`src/rtl/obstacle_scroll_ctrl.sv`:
```
// Per-frame obstacle scroller: steps pos_x left by speed each frame and writes x0/y0 into the sprite core.
// Latency: x0 write 3 cycles after tick, CPU pass-through 1 cycle; CPU slot access stalls FSM writes, nothing dropped.
module obstacle_scroll_ctrl #(
    parameter int FRAME_Y = 480,
    parameter int SPEED_W = 4
) (
    input  logic        clk,
    input  logic        reset,
    input  logic [10:0] x,
    input  logic [10:0] y,
    input  logic        ctl_cs,
    input  logic        ctl_write,
    input  logic [2:0]  ctl_addr,
    input  logic [31:0] ctl_wr_data,
    input  logic        cpu_cs,
    input  logic        cpu_write,
    input  logic [13:0] cpu_addr,
    input  logic [31:0] cpu_wr_data,
    output logic        sp_cs,
    output logic        sp_write,
    output logic [13:0] sp_addr,
    output logic [31:0] sp_wr_data,
    output logic [10:0] pos_x,
    output logic        busy,
    output logic        wrap_pulse
);

    typedef enum logic [1:0] {IDLE, CALC, WR_X, WR_Y} state_t;

    state_t               state;
    logic                 enable;
    logic [SPEED_W-1:0]   speed;
    logic [10:0]          x_start;
    logic [10:0]          x_end;
    logic [10:0]          y_lane;
    logic                 cond;
    logic                 cond_d;
    logic                 tick;
    logic                 ctl_we;
    logic                 load_pos;
    logic [10:0]          load_val;
    logic [11:0]          wrap_limit;
    logic                 will_wrap;
    logic                 unused_ctl_bits;

    assign cond       = (x == 11'd0) && (y == 11'(FRAME_Y));
    assign tick       = cond & ~cond_d;
    assign ctl_we     = ctl_cs & ctl_write;

    // pos_x reloads on an enable rising edge, or on an x_start write while stopped
    assign load_pos   = ctl_we && !enable &&
                        ((ctl_addr == 3'd0 && ctl_wr_data[0]) || ctl_addr == 3'd2);
    assign load_val   = (ctl_addr == 3'd2) ? ctl_wr_data[10:0] : x_start;

    assign wrap_limit = {1'b0, x_end} + 12'(speed);
    assign will_wrap  = {1'b0, pos_x} < wrap_limit;

    assign unused_ctl_bits = ^ctl_wr_data[31:11];

    always_ff @(posedge clk or posedge reset) begin
        if (reset) begin
            enable  <= 1'b0;
            speed   <= SPEED_W'(1);
            x_start <= 11'd640;
            x_end   <= 11'd0;
            y_lane  <= 11'd0;
            cond_d  <= 1'b0;
        end else begin
            cond_d <= cond;
            if (ctl_we) begin
                case (ctl_addr)
                    3'd0:    enable  <= ctl_wr_data[0];
                    3'd1:    speed   <= ctl_wr_data[SPEED_W-1:0];
                    3'd2:    x_start <= ctl_wr_data[10:0];
                    3'd3:    x_end   <= ctl_wr_data[10:0];
                    3'd4:    y_lane  <= ctl_wr_data[10:0];
                    default: ;
                endcase
            end
        end
    end

    always_ff @(posedge clk or posedge reset) begin
        if (reset) begin
            state      <= IDLE;
            pos_x      <= 11'd0;
            sp_cs      <= 1'b0;
            sp_write   <= 1'b0;
            sp_addr    <= 14'd0;
            sp_wr_data <= 32'd0;
            wrap_pulse <= 1'b0;
            busy       <= 1'b0;
        end else begin
            wrap_pulse <= 1'b0;
            // CPU owns the slot whenever it selects it; FSM writes below only fire when it doesn't
            if (cpu_cs) begin
                sp_cs      <= 1'b1;
                sp_write   <= cpu_write;
                sp_addr    <= cpu_addr;
                sp_wr_data <= cpu_wr_data;
            end else begin
                sp_cs      <= 1'b0;
                sp_write   <= 1'b0;
                sp_addr    <= 14'd0;
                sp_wr_data <= 32'd0;
            end

            if (load_pos) begin
                pos_x <= load_val;
            end

            case (state)
                IDLE: begin
                    if (tick && enable) begin
                        state <= CALC;
                        busy  <= 1'b1;
                    end
                end
                CALC: begin
                    if (will_wrap) begin
                        pos_x      <= x_start;
                        wrap_pulse <= 1'b1;
                    end else begin
                        pos_x <= pos_x - 11'(speed);
                    end
                    state <= WR_X;
                end
                WR_X: begin
                    if (!cpu_cs) begin
                        sp_cs      <= 1'b1;
                        sp_write   <= 1'b1;
                        sp_addr    <= 14'h2001;
                        sp_wr_data <= {21'b0, pos_x};
                        state      <= WR_Y;
                    end
                end
                WR_Y: begin
                    if (!cpu_cs) begin
                        sp_cs      <= 1'b1;
                        sp_write   <= 1'b1;
                        sp_addr    <= 14'h2002;
                        sp_wr_data <= {21'b0, y_lane};
                        state      <= IDLE;
                        busy       <= 1'b0;
                    end
                end
                default: begin
                    state <= IDLE;
                    busy  <= 1'b0;
                end
            endcase
        end
    end

endmodule

```
`config.mk`:
```
export PLATFORM = sky130hd
export DESIGN_NAME = obstacle_scroll_ctrl
export DESIGN_NICKNAME = d
export VERILOG_FILES = /design/src/rtl/obstacle_scroll_ctrl.sv
export SDC_FILE = /design/constraint.sdc
export NUM_CORES = 1
export LEC_CHECK = 0
export BUFFER_PORTS_ARGS = -buffer_cell sky130_fd_sc_hd__buf_2
export CELL_PAD_IN_SITES_DETAIL_PLACEMENT = 1
export CELL_PAD_IN_SITES_GLOBAL_PLACEMENT = 2
export CORE_MARGIN = 2
export CORE_UTILIZATION = 33
export CTS_BUF_LIST = sky130_fd_sc_hd__clkbuf_16
export DETAILED_ROUTE_END_ITERATION = 8
export PLACE_DENSITY_LB_ADDON = 0.1
export REMOVE_ABC_BUFFERS = 1
export SLEW_MARGIN = 10
export SYNTH_ARGS = -nofsm -noshare
export SYNTH_HDL_FRONTEND = slang
export SYNTH_SLANG_ARGS = --single-unit
```
`constraint.sdc`:
```
create_clock -name clk -period 6.7 [get_ports clk]
set_input_delay 2.01 -clock clk [delete_from_list [all_inputs] [get_ports clk]]
set_output_delay 2.01 -clock clk [all_outputs]
set_load 0.01 [all_outputs]
```
# Word level (Yosys, flattened, before mapping)
# Index checks and enable logic that the tools add are counted.
[op_classes]
n_reduce_logical = 19
n_lt_le_gt_ge = 1
n_addsub = 2
n_mux = 27
eq_ne = 11
bitwise = 3
[op_table]
columns = ["operator", "n"]
rows = [
  ["two-way mux 32 bit", 3],
  ["one-hot mux 32 bit (2 select lines)", 1],
  ["two-way mux 11 bit", 4],
  ["two-way mux 14 bit", 3],
  ["one-hot mux 14 bit (2 select lines)", 1],
  ["adder 11 x 4 -> 12 bit", 1],
  ["< comparator 11 x 12 -> 1 bit", 1],
  ["equality test 11 x 9 -> 1 bit, second input constant", 1],
  ["zero test 11 bit", 1],
  ["subtractor 11 x 4 -> 11 bit", 1],
  ["two-way mux 1 bit", 10],
  ["one-hot mux 2 bit (4 select lines)", 1],
  ["AND reduction 2 bit", 4],
  ["equality test 3 x 2 -> 1 bit, second input constant", 2],
  ["two-way mux 2 bit", 3],
  ["inequality test 2 bit, second input constant", 3],
  ["AND reduction 3 bit", 2],
  ["logical AND 1 bit", 5],
  ["equality test 2 bit, second input constant", 2],
  ["nonzero test 2 bit", 2],
  ["equality test 3 x 1 -> 1 bit, second input constant", 1],
  ["equality test 3 bit, second input constant", 1],
  ["zero test 3 bit", 1],
  ["bitwise AND 1 bit", 2],
  ["7 further kinds", 7],
]
[word_totals]
reg_bits = 102
input_bits = 109
wordCells = 77

# Longest topological paths before layout
[logic_depth]
word_depth = 6
depth_mapped = 16
ltp_nobuf = 15

# Worst setup path before layout
# Ideal clock, no wire load.
[synth_timing]
kind = "input-to-reg"
start = "input x[4]"
end = "register state[1]"
path_slack_ns = 3.237
path_buffers = 0
setup_time_ns = 0.125
arrival_time_ns = 3.338
required_ns = 6.575
stages = 5
cell_sequence = "or4_4 nor4_4 and3b_2 o21ai_2 mux2_4"
[synth_via]
elab_chain_cells = 6
[synth_lines]
columns = ["element", "line", "source"]
rows = [
  ["start: declaration", "9", "input logic [10:0] x,"],
  ["zero test 11 bit", "46", "assign cond = (x == 11'd0) && (y == 11'(FRAME_Y));"],
  ["logical AND 1 bit", "46", ""],
  ["via cond", "36", "logic cond;"],
  ["bitwise AND 1 bit", "47", "assign tick = cond & ~cond_d;"],
  ["logical AND 1 bit", "114", "if (tick && enable) begin"],
  ["inequality test 2 bit (no line)", "n/a", ""],
  ["AND reduction 3 bit (no line)", "n/a", ""],
  ["end signal: assignment", "115", "state <= CALC;"],
  ["end signal: assignment", "126", "state <= WR_X;"],
  ["end signal: assignment", "134", "state <= WR_Y;"],
  ["end: declaration", "30", "state_t state;"],
]
# The timed path passes the listed nets, and every way through them passes these cells.
# A chain may end at the register's enable or synchronous reset.

# Worst setup path in the final report
[layout_timing]
start = "register speed[0]"
end = "register pos_x[2]"
[layout_via]
elab_chain_cells = 4
word_cells_on_any_way = 5
classes_between = "add/sub (2); order compare (1); mux (2)"
[layout_lines]
columns = ["element", "line", "source"]
rows = [
  ["start: declaration", "32", "logic [SPEED_W-1:0] speed;"],
  ["start signal: assignment", "73", "3'd1: speed <= ctl_wr_data[SPEED_W-1:0];"],
  ["adder 11 x 4 -> 12 bit", "55", "assign wrap_limit = {1'b0, x_end} + 12'(speed);"],
  ["< comparator 11 x 12 -> 1 bit", "56", "assign will_wrap = {1'b0, pos_x} < wrap_limit;"],
  ["two-way mux 11 bit (*)", "120", "if (will_wrap) begin"],
  ["two-way mux 11 bit (*)", "112", "case (state)"],
  ["end signal: assignment", "109", "pos_x <= load_val;"],
  ["end signal: assignment", "121", "pos_x <= x_start;"],
  ["end signal: assignment", "124", "pos_x <= pos_x - 11'(speed);"],
  ["end: declaration", "23", "output logic [10:0] pos_x,"],
]
# Mark *: on every way between the ends. The rest lies on a longest branch, timed or not.

==> impl_metrics.tcl <==
set metrics [dict create \
    hold_depth 1 \
    r2r-end "pos_x[2]" \
    power_frac_clock_pct 23.9 \
    synth-edff-count 0 \
    avgSynthCellArea_um2 10.93 \
    fin_util_pct 42.02 \
    placementRows 44 \
    fmax_ghz 0.2462 \
    die-area_um2 15730 \
    drt_wl_total_mm 13.45 \
    synth_seq_cells 102 \
    viasPerCell 4.981 \
    criticalPathCategory "register to register" \
    ctsResizeCount 0 \
    startpoint "speed[0]" \
    min_to "y_lane[9]" \
    clkTransAtPathRegs_ns 0.07 \
    ys_dominant_reg_cell "dfrtp_1" \
    io_pins 170 \
    rsz0062_at_grt "false" \
    p_switching_uw 824.8 \
    die_h_um 125.4 \
    setup_viol_count_final 0 \
    first_global_vias 4128 \
    die_x_um 125.4 \
    cp.required_ns 6.89 \
    min_period_ns 4.061 \
    placed_cells 760 \
    final_layout_size_suffix_gt1_share_pct 34.80 \
    finalWeightedCongestion 0.7243 \
    core_area_um2 14480 \
    htreeDepth 3 \
    cts_setup_buffers 0 \
    drc 0 \
    postSynth.asyncResetShare_pct 100.0 \
    hold_class "register to register" \
    ys_seq_area_share_pct 52.53 \
    grt_max_degree 63 \
    critPathCaptureType "register" \
    timing.final.crit_share_pct 60.61 \
    fin_nets 720 \
    final_cells 776 \
    fin_skew_ns 0.007336 \
    crit_fanout 11 \
    areaGrowthSynthToFinish_pct 25.05 \
    cts_buffers 9 \
    synth.top_cell.area_share_pct 50.91 \
    powerDensity_nw_per_um2 369.6 \
    cap_viol_max_count 0 \
    reg2reg_slack_ns 2.64 \
    p_leak_uw 0.002963 \
    ctsLongestPathBuffers 2 \
    cts-root-buf "clkbuf_16" \
    syn_area_um2 4866 \
    via_count 3865 \
    grt-ovfl-total 0 \
    slew_headroom_pct 30.15 \
    intPower_uw 1424 \
    grt_usage_pct 17.66 \
    postRouteAntennaNets 0 \
    yosysTopAreaCell "dfrtp_1" \
    postCtsHoldBufs 0 \
    swShare_pct 36.68 \
    clk_latency_ns 0.36 \
    drt_first_pass_iters 4 \
    synth.area.top_cells "dfrtp_1 51%, mux2_2 6.2%, ha_1 5.7%" \
    rr_worst_depth 15 \
    wl_per_cell_um 17.33 \
    dp_hpwl_mm 9.781 \
    seq_power_share_pct 39.2 \
    portBuffers 148 \
    yosysUniqueCellTypes 50 \
    r2r-start "speed[0]" \
    min_from "y_lane[9]" \
    worstSetupStartpointType "register" \
    numClockSinks 102 \
    status "completed" \
    synth_warnings 0 \
    crit_arrival_ns 4.25 \
    postSynthCellCount 445 \
    finalSetupTns_ns 0 \
    cts_tree "done" \
    final_max_slew_viol_count 0 \
    hold_viol 0 \
    grt_first_pass_wirelength_mm 21.55 \
    drtIter0Drc 85 \
    antennaDiodeCount 0 \
    antenna_found_initial 0 \
    ir_drop_v 0.0001328 \
    initial_utilization_pct 33.61 \
    power_frac_comb_pct 36.9 \
    worst_slew_pin_slew_ns 1.041 \
]
## cell usage after synthesis (all sizes together), types with 9 or more instances
library cell  instances
a21oi                16
a22oi                12
and2                 32
clkbuf               18
dfrtp                99
ha                   22
inv                  26
mux2                 28
nand2                35
nor2                 18
o21ai                40
o221ai                9
xnor2                10
## per-layer routing
metal,wire [µm],vias to the layer above,global-route usage (%)
li1,-,1834,-
met2,6913,89,31.48
met4,174,0,5.556
met3,581,9,4.236
met1,5782,1933,20.98
met5,0,-,0
## logic make-up after synthesis
logic type,synth area share (%)
AOI/OAI and AO/OA,12.09
xor gates and xnor gates,3.240
adders and majority gates,6.480
buffers and inverters,3.831
DFF,52.53
muxes,6.968
and+or+nand+nor,14.86
## worst max path at each step
stage / slack [ns] / depth (start not counted) / end
floorplan: 2.02 / 1 / busy
global placement: 2.66 / 15 / pos_x[3]
detailed placement: 2.61 / 15 / pos_x[2]
CTS: 2.58 / 15 / pos_x[2]
global route: 2.36 / 15 / pos_x[2]
finish: 2.64 / 15 / pos_x[2]
## stage by stage
step / setup slack [ns] / total power [µW] / area, µm² / hold slack, ns
2_1_floorplan: 2.019 / 1420 / 4777 / 0.4802
3_3_place_gp: 2.665 / 1711 / 5786 / 0.4898
3_5_place_dp: 2.609 / 1736 / 5786 / 0.4962
4_1_cts: 2.576 / 2286 / 6085 / 0.5134
5_1_grt: 2.361 / 2417 / 6085 / 0.5311
6_report: 2.639 / 2249 / 6085 / 0.5104
## flip-flops by register name (all words and copies together), names as in the netlist, 2 cells and up
name        flops
state           2
pos_x          11
y_lane         11
sp_wr_data     32
speed           4
sp_addr        14
x_start        11
x_end          11
## cells in the final DEF (no fill, tap or decap), types with 2 or more instances in the layout
cell type | synthesis | final
ha_1 | 22 | 22
o221ai_1 | 9 | 9
nand3_1 | 6 | 6
buf_2 | 2 | 148
xor2_1 | 8 | 8
o211ai_1 | 6 | 6
inv_1 | 26 | 26
o21bai_1 | 3 | 3
fa_1 | 2 | 2
and2_1 | 32 | 32
nor4_1 | 4 | 4
a21oi_1 | 16 | 16
nor2b_1 | 4 | 4
buf_4 | 0 | 4
o21ai_0 | 38 | 37
mux2i_1 | 2 | 2
nor3_1 | 3 | 3
o21ai_1 | 1 | 2
dfrtp_1 | 99 | 99
clkbuf_16 | 0 | 9
nand4_1 | 4 | 4
and3_1 | 2 | 2
dfstp_2 | 3 | 3
nand2_1 | 35 | 35
a22oi_1 | 12 | 12
nor2_1 | 18 | 18
or3_1 | 8 | 8
nor3b_1 | 3 | 2
xnor2_1 | 10 | 10
mux2_2 | 27 | 27
a21o_1 | 2 | 2
## critical path, stage by stage (launching register included)
cell and delay, ns:
dfstp_2 0.38, ha_1 0.23, fa_1 0.42, a21o_1 0.21
a21oi_1 0.22, nor2_1 0.10, and3_1 0.22, nand3_1 0.10
xor2_1 0.07, ha_1 0.29, nand3_1 0.10, nor2_1 0.12
nand3_1 0.08, o211a_1 0.28, o21ai_1 0.83, o221ai_1 0.22
## cell type report
| cell class | count | area, µm² |
|---|---|---|
| timing repair buffer | 152 | 770.7 |
| tap | 184 | 230.2 |
| multi-input combinational | 296 | 2128 |
| clock buffer | 9 | 225.2 |
| fill | 1656 | 8394 |
| inverter | 26 | 100.1 |
| clock inverter | 7 | 73.82 |
| sequential | 102 | 2556 |
## power by group through the flow
| stage | registers [µW] | clock network [µW] | logic, µW |
|---|---|---|---|
| 2_1_floorplan | 897 | 0 | 523 |
| 3_3_place_gp | 894 | 0 | 818 |
| 4_1_cts | 887 | 555 | 845 |
| 5_1_grt | 906 | 582 | 929 |
| 6_report | 882 | 537 | 830 |
| 3_5_place_dp | 899 | 0 | 837 |
Note: power is estimated with default switching activity, not from simulation.
